### config.mk
export PLATFORM = sky130hd
export DESIGN_NAME = spi_cmd_decoder
export DESIGN_NICKNAME = d
export VERILOG_FILES = /design/src/rtl/display_pkg.sv /design/src/rtl/spi_cmd_decoder.sv
export SDC_FILE = /design/constraint.sdc
export NUM_CORES = 1
export LEC_CHECK = 0
export ABC_AREA = 1
export CAP_MARGIN = 30
export CORE_ASPECT_RATIO = 0.7
export CORE_MARGIN = 2
export CORE_UTILIZATION = 50
export CTS_CLUSTER_DIAMETER = 200
export CTS_CLUSTER_SIZE = 14
export DETAILED_ROUTE_END_ITERATION = 12
export PLACE_DENSITY = 0.77
export SYNTH_ARGS = -nofsm -noshare
export SYNTH_HDL_FRONTEND = slang
export SYNTH_SLANG_ARGS = --single-unit
### constraint.sdc
create_clock -name clk -period 1.5 [get_ports clk]
set_input_delay 0.45 -clock clk [delete_from_list [all_inputs] [get_ports clk]]
set_output_delay 0.45 -clock clk [all_outputs]
set_load 0.01 [all_outputs]
### src/rtl/display_pkg.sv
// Shared definitions for the display controller: command opcodes, decoder
// state encoding and default address widths.
package display_pkg;

    localparam int unsigned DEF_ADDR_WIDTH     = 12;
    localparam int unsigned DEF_REG_ADDR_WIDTH = 3;

    localparam logic [7:0] CMD_FB_WRITE  = 8'h01;
    localparam logic [7:0] CMD_REG_WRITE = 8'h02;
    localparam logic [7:0] CMD_SWAP      = 8'h03;

    typedef enum logic [2:0] {
        StIdle,
        StAddrHi,
        StAddrLo,
        StFbData,
        StRegAddr,
        StRegData,
        StDiscard
    } state_e;

endpackage

### src/rtl/spi_cmd_decoder.sv
// Turns the spi_slave byte stream into framebuffer writes, control-register
// writes and buffer-swap requests. One command per SPI transaction; all
// strobes are registered and fire one clock after the causing byte or eot.
module spi_cmd_decoder
    import display_pkg::*;
#(
    parameter int unsigned ADDR_WIDTH     = DEF_ADDR_WIDTH,
    parameter int unsigned REG_ADDR_WIDTH = DEF_REG_ADDR_WIDTH
) (
    input  logic                      clk,
    input  logic                      rst,
    input  logic [7:0]                rx_data,
    input  logic                      rx_valid,
    input  logic                      rx_sot,
    input  logic                      rx_eot,
    output logic [ADDR_WIDTH-1:0]     fb_addr,
    output logic [7:0]                fb_data,
    output logic                      fb_we,
    output logic [REG_ADDR_WIDTH-1:0] reg_addr,
    output logic [7:0]                reg_data,
    output logic                      reg_we,
    output logic                      swap,
    output logic                      error,
    output logic                      busy
);

    state_e                    state_q;
    state_e                    after_byte;
    logic [7:0]                hi_q;
    logic [ADDR_WIDTH-1:0]     addr_q;
    logic [REG_ADDR_WIDTH-1:0] reg_sel_q;

    logic sot_byte;
    logic data_byte;
    logic cmd_illegal;
    logic truncated;

    assign sot_byte    = rx_valid & rx_sot;
    assign data_byte   = rx_valid & ~rx_sot;
    assign cmd_illegal = !(rx_data inside {CMD_FB_WRITE, CMD_REG_WRITE, CMD_SWAP});
    assign busy        = (state_q != StIdle);

    // State reached after this cycle's byte, before any eot is applied; the
    // truncation check looks at this so a byte arriving with eot still counts.
    always_comb begin
        after_byte = state_q;
        if (sot_byte) begin
            case (rx_data)
                CMD_FB_WRITE:  after_byte = StAddrHi;
                CMD_REG_WRITE: after_byte = StRegAddr;
                default:       after_byte = StDiscard;
            endcase
        end else if (data_byte) begin
            case (state_q)
                StAddrHi:  after_byte = StAddrLo;
                StAddrLo:  after_byte = StFbData;
                StRegAddr: after_byte = StRegData;
                StRegData: after_byte = StDiscard;
                default:   after_byte = state_q;
            endcase
        end
    end

    assign truncated = rx_eot &
        (after_byte inside {StAddrHi, StAddrLo, StRegAddr, StRegData});

    // FSM, address counter and registered strobes/outputs.
    always_ff @(posedge clk) begin
        if (rst) begin
            state_q   <= StIdle;
            hi_q      <= '0;
            addr_q    <= '0;
            reg_sel_q <= '0;
            fb_addr   <= '0;
            fb_data   <= '0;
            fb_we     <= 1'b0;
            reg_addr  <= '0;
            reg_data  <= '0;
            reg_we    <= 1'b0;
            swap      <= 1'b0;
            error     <= 1'b0;
        end else begin
            state_q <= rx_eot ? StIdle : after_byte;
            fb_we   <= data_byte && (state_q == StFbData);
            reg_we  <= data_byte && (state_q == StRegData);
            swap    <= sot_byte && (rx_data == CMD_SWAP);
            // A new sot while busy means the previous eot was missed.
            error   <= (sot_byte && ((state_q != StIdle) || cmd_illegal)) || truncated;

            if (data_byte) begin
                case (state_q)
                    StAddrHi: hi_q <= rx_data;
                    // Upper address bits beyond ADDR_WIDTH are dropped.
                    StAddrLo: addr_q <= ADDR_WIDTH'({hi_q, rx_data});
                    StFbData: begin
                        fb_addr <= addr_q;
                        fb_data <= rx_data;
                        addr_q  <= addr_q + ADDR_WIDTH'(1);
                    end
                    StRegAddr: reg_sel_q <= REG_ADDR_WIDTH'(rx_data);
                    StRegData: begin
                        reg_addr <= reg_sel_q;
                        reg_data <= rx_data;
                    end
                    default: ;
                endcase
            end
        end
    end

endmodule

### Word level (Yosys, flattened, before mapping)

Index checks and enable logic that the tools add are counted.

* register bits: 57
* word-level logic and storage cells: 51
* input bits: 13
* output and inout port bits: 36

* equal/unequal tests: 12
* add/sub/neg operators: 1
* reduce and logical (&&, ||, !) cells: 17
* mux-type cells: 5
* bitwise logic cells: 4

Operator list (number)
* $pmux W12 S2: 1
* $eq A8 B2 Y1 const B: 2
* $add A12 B1 Y12 const B: 1
* $eq A3 B3 Y1 const B: 4
* $pmux W3 S4: 1
* $reduce_and A2 Y1: 5
* $eq A3 B2 Y1 const B: 3
* $eq A8 B1 Y1 const B: 1
* $eq A3 B1 Y1 const B: 2
* $mux W3: 2
* $pmux W3 S2: 1
* $reduce_bool A3 Y1: 2
* $logic_and A1 B1 Y1: 4
* $reduce_bool A4 Y1: 1
* $and A1 B1 Y1: 3
* $logic_or A1 B1 Y1: 2
* $reduce_bool A2 Y1: 1
* $reduce_or A2 Y1: 1
* $logic_not A1 Y1: 1
* $not A1 Y1: 1

### Depth between registers and ports, before layout

* depth in word-level cells: 8
* depth in mapped cells: 9

### Worst setup path before layout

No wires, ideal clock.

* kind: flip-flop to flip-flop
* from: register addr_q[0]
* to: register addr_q[6]
* path slack: 176 ps
* setup time: 115 ps
* data required time: 1385 ps
* period minus slack after synthesis: 1324 ps
* cell stages (with the launch flop): 9
* arrival time: 1209 ps
* cells stage by stage: dfxtp_1 > ha_1 > nand2_1 > nor2_1 > nand2_1 > nor2_1 > nand3_1 > a21oi_1 > nor2_1

* longest elaborated chain between the ends: 2

Ends and longest elaborated chain
* from (decl): RTL line spi_cmd_decoder.sv:30 `logic [ADDR_WIDTH-1:0] addr_q;`
* from (signal assigned): RTL line spi_cmd_decoder.sv:94 `StAddrLo: addr_q <= ADDR_WIDTH'({hi_q, rx_data});`
* from (signal assigned): RTL line spi_cmd_decoder.sv:98 `addr_q <= addr_q + ADDR_WIDTH'(1);`
* $add A12 B1 Y12: RTL line spi_cmd_decoder.sv:98
* $pmux W12 S2: RTL line spi_cmd_decoder.sv:91 `case (state_q)`

No other way between the ends.
A chain may end at the register's enable or synchronous reset.

### Final worst setup path

* from: register state_q[0]
* to: output port busy

* longest elaborated chain between the ends: 1

Ends and longest elaborated chain
* from (decl): RTL line spi_cmd_decoder.sv:27 `state_e state_q;`
* from (signal assigned): RTL line spi_cmd_decoder.sv:70 `state_q <= StIdle;`
* from (signal assigned): RTL line spi_cmd_decoder.sv:83 `state_q <= rx_eot ? StIdle : after_byte;`
* $reduce_bool A3 Y1: RTL line spi_cmd_decoder.sv:41 `assign busy = (state_q != StIdle);`
* to (decl): RTL line spi_cmd_decoder.sv:24 `output logic busy`

No other way between the ends.

==> results.cfg <==
[synth]
synth_xor_area_share_pct = 0
synth_compound_area_share_pct = 23.2
syn_area_per_cell_um2 = 7.57
yosysTopAreaCell = dfxtp_1
muxShareOfSynthArea_pct = 0
ys_seq_area_share_pct = 44.3
yosys_warnings = 0
synth-simple-area-share_pct = 22.6
syn-instance-count = 340
synth_fa_ha_area_share_pct = 0.486
netlist.area_leader.share_pct = 44.3
synth_area_um2 = 2570
synth_fp_nets = 354
synth_top_family_by_area = compound AO/OA/AOI/OAI gates
yosys-top-cells-area = dfxtp_1 (44%), nand2_1 (7.6%), o21ai_0 (7.2%), a21oi_1 (6.8%), nor2_1 (5.4%)
ys_types = 30
ys_seq_elements = 57

[drt]
post_drt_wl_per_cell_um = 14.1
initialDrtViolationCount = 249
ant_nets = 0
via_per_inst = 5.36
firstDrtPassIters = 5
vias = 2715
drc = 0
wl_mm = 7.17

[sta]
setup_violations = 0
drv_slew = 0
timing.setup.tns_ns = 0
finalCritPeriodShare_pct = 99.1
setup_slack_ns = 0.0128
hold_viol = 0
tightestPinTransition_ns = 0.412
slew_headroom_pct = 72.5
layout_min_cycle_time_ns = 1.49
finClkSkew_ns = 0.00899
fmax_ghz = 0.672

[die]
core_area_um2 = 4860
die_w_um = 89.8
die-area_um2 = 5750
pin_count = 49
row_count = 21
die_h_um = 64.0
start_util_pct = 53.0

[layout]
syn2layout_area_growth_pct = 44.3
fin_nets = 447
n_antenna_cell = 0
fin_cells = 507
layout_common_cells = dfxtp_1 (56), nand2_1 (51), buf_4 (41)
final_common_cell = dfxtp_1
layout-drive-gt1-share_pct = 24.0

[global_route]
grt_overflow = 0
grt_max_degree = 44
grt_pass1_wl_mm = 11.9
use_met3_pct = 7.43
grtUsageMet2_pct = 43.7
grt_pass1_vias = 2558
use_met1_pct = 34.2
busiest_layer = met2
antenna_found_initial = 0
grt.total_usage_pct = 26.4

[worst_setup_path]
critPathArrivalTime_ns = 1.04
r2r_slack_ns = 0.11
cp_num_buf_inv = 1
crit_path_top_delay_cell = dfxtp_1
cp.depth = 3
critPathLaunch = state_q[0]
critPathCaptureType = output port
r2r-end = addr_q[3]
cp_cell_sequence = nor2_2 > nand2_2 > buf_2
path_class = reg2out
worstPathMaxFanout = 2
cp_top_family = flip-flops
timing.rr.start = state_q[0]
cp-endpoint = busy
required_ns = 1.05
r2r_cells = 7
worstSetupStartpointType = flop
cpPeakStageDelay_ns = 0.32

[place]
hpwl_mm = 5.16
dp.cells = 490
dp_slack_ns = -0.426
io_buffers = 48
gp_congestion = 0.848

[outcome]
status = completed

[clock_network]
hold_buffers = 0
htreeDepth = 3
cts.sinks = 57
cts_root_buf = clkbuf_8
cts_buffer_depth = 2
cts_tree = done
clk_latency_ns = 0.35
cts.clk_slew.worst_paths_ns = 0.07
cts_buffers = 9

[run]
cap_violations = 0

[worst_hold_path]
hp-class = reg2reg

[pwr]
p_leak_nw = 1.68
vdd_drop_max_uv = 702
powerDensity_nw_per_um2 = 919
-- routing by layer --
| metal | part of all wire (%) | vias up |
|---|---|---|
| met5 | 0 | - |
| li1 | - | 1324 |
| met2 | 46 | 125 |
| met1 | 44 | 1256 |
| met3 | 8.8 | 10 |
| met4 | 1.2 | 0 |
-- timing repair --
| action | in CTS | in global routing |
|---|---|---|
| pin swaps | 0 | 2 |
| endpoints found under the setup margin | 60 | 10 |
| buffers inserted | 1 | 0 |
| gates resized for setup | 49 | 7 |
-- tightest hold or removal path, delay by kind of cell (launching register included) --
| family | cells | cell delay, ns |
|---|---|---|
| AOI/OAI and AO/OA | 1 | 0.06 |
| buffers and inverters | 1 | 0.07 |
| DFF | 1 | 0.30 |
-- how the worst min path moves through the flow --
stage,end,start,cells after the start
after detailed placement,hi_q[0],hi_q[0],2
after floorplan,hi_q[0],hi_q[0],2
after global placement,hi_q[0],hi_q[0],2
after global routing,hi_q[0],hi_q[0],2
final,hi_q[0],hi_q[0],2
after CTS,hi_q[0],hi_q[0],2
-- area by class of cell --
class	instances	area (um^2)
Clock buffer	9	124
Clock inverter	7	103
Fill cell	374	1150
Inverter	39	159
Multi-Input combinational cell	229	1210
Sequential cell	57	1140
Tap cell	69	86.3
Timing Repair Buffer	97	888
-- sequential cells by signal, indices dropped and copies added, names as in the netlist --
signal / count
error: 1
swap: 1
hi_q: 4
fb_we: 1
reg_sel_q: 3
reg_addr: 3
reg_data: 8
reg_we: 1
fb_data: 8
fb_addr: 12
state_q: 3
addr_q: 12
-- report_power, final --
part | switching [W] | internal [W] | total [W] | leakage [nW]
registers | 0.00000708 | 0.00152 | 0.00153 | 0.460
logic | 0.000132 | 0.000119 | 0.000251 | 1.11
clock network | 0.000686 | 0.000948 | 0.00163 | 0.110
total | 0.000825 | 0.00259 | 0.00341 | 1.68
-- cells by family (layout without fill, tap and decap cells) --
family                     Yosys count  after routing
AOI/OAI and AO/OA                  105            105
adders and majority gates            1              1
buffers and inverters               54            152
DFF                                 57             57
and+or+nand+nor                    123            123
-- synth_stat cells, drive strengths merged --
library cell / number
a211oi: 1
a21oi: 48
a22oi: 1
a311oi: 1
a41oi: 1
buf: 12
clkbuf: 3
dfxtp: 57
ha: 1
inv: 39
nand2: 54
nand3: 19
nand4: 8
nor2: 40
nor3: 2
o211ai: 1
o21ai: 50
o22ai: 2
-- through the flow --
step / hold slack (ns) / util, % / cell area (um^2) / power (W)
2_1_floorplan: 0.430 / - / 2570 / 0.00167
3_3_place_gp: 0.454 / 72.0 / 3500 / 0.00181
3_5_place_dp: 0.461 / 72.0 / 3500 / 0.00181
4_1_cts: 0.472 / 76.2 / 3700 / 0.00343
5_1_grt: 0.500 / 76.4 / 3710 / 0.00353
6_report: 0.469 / 76.4 / 3710 / 0.00341
No activity file was read; power rests on OpenSTA's default activity.
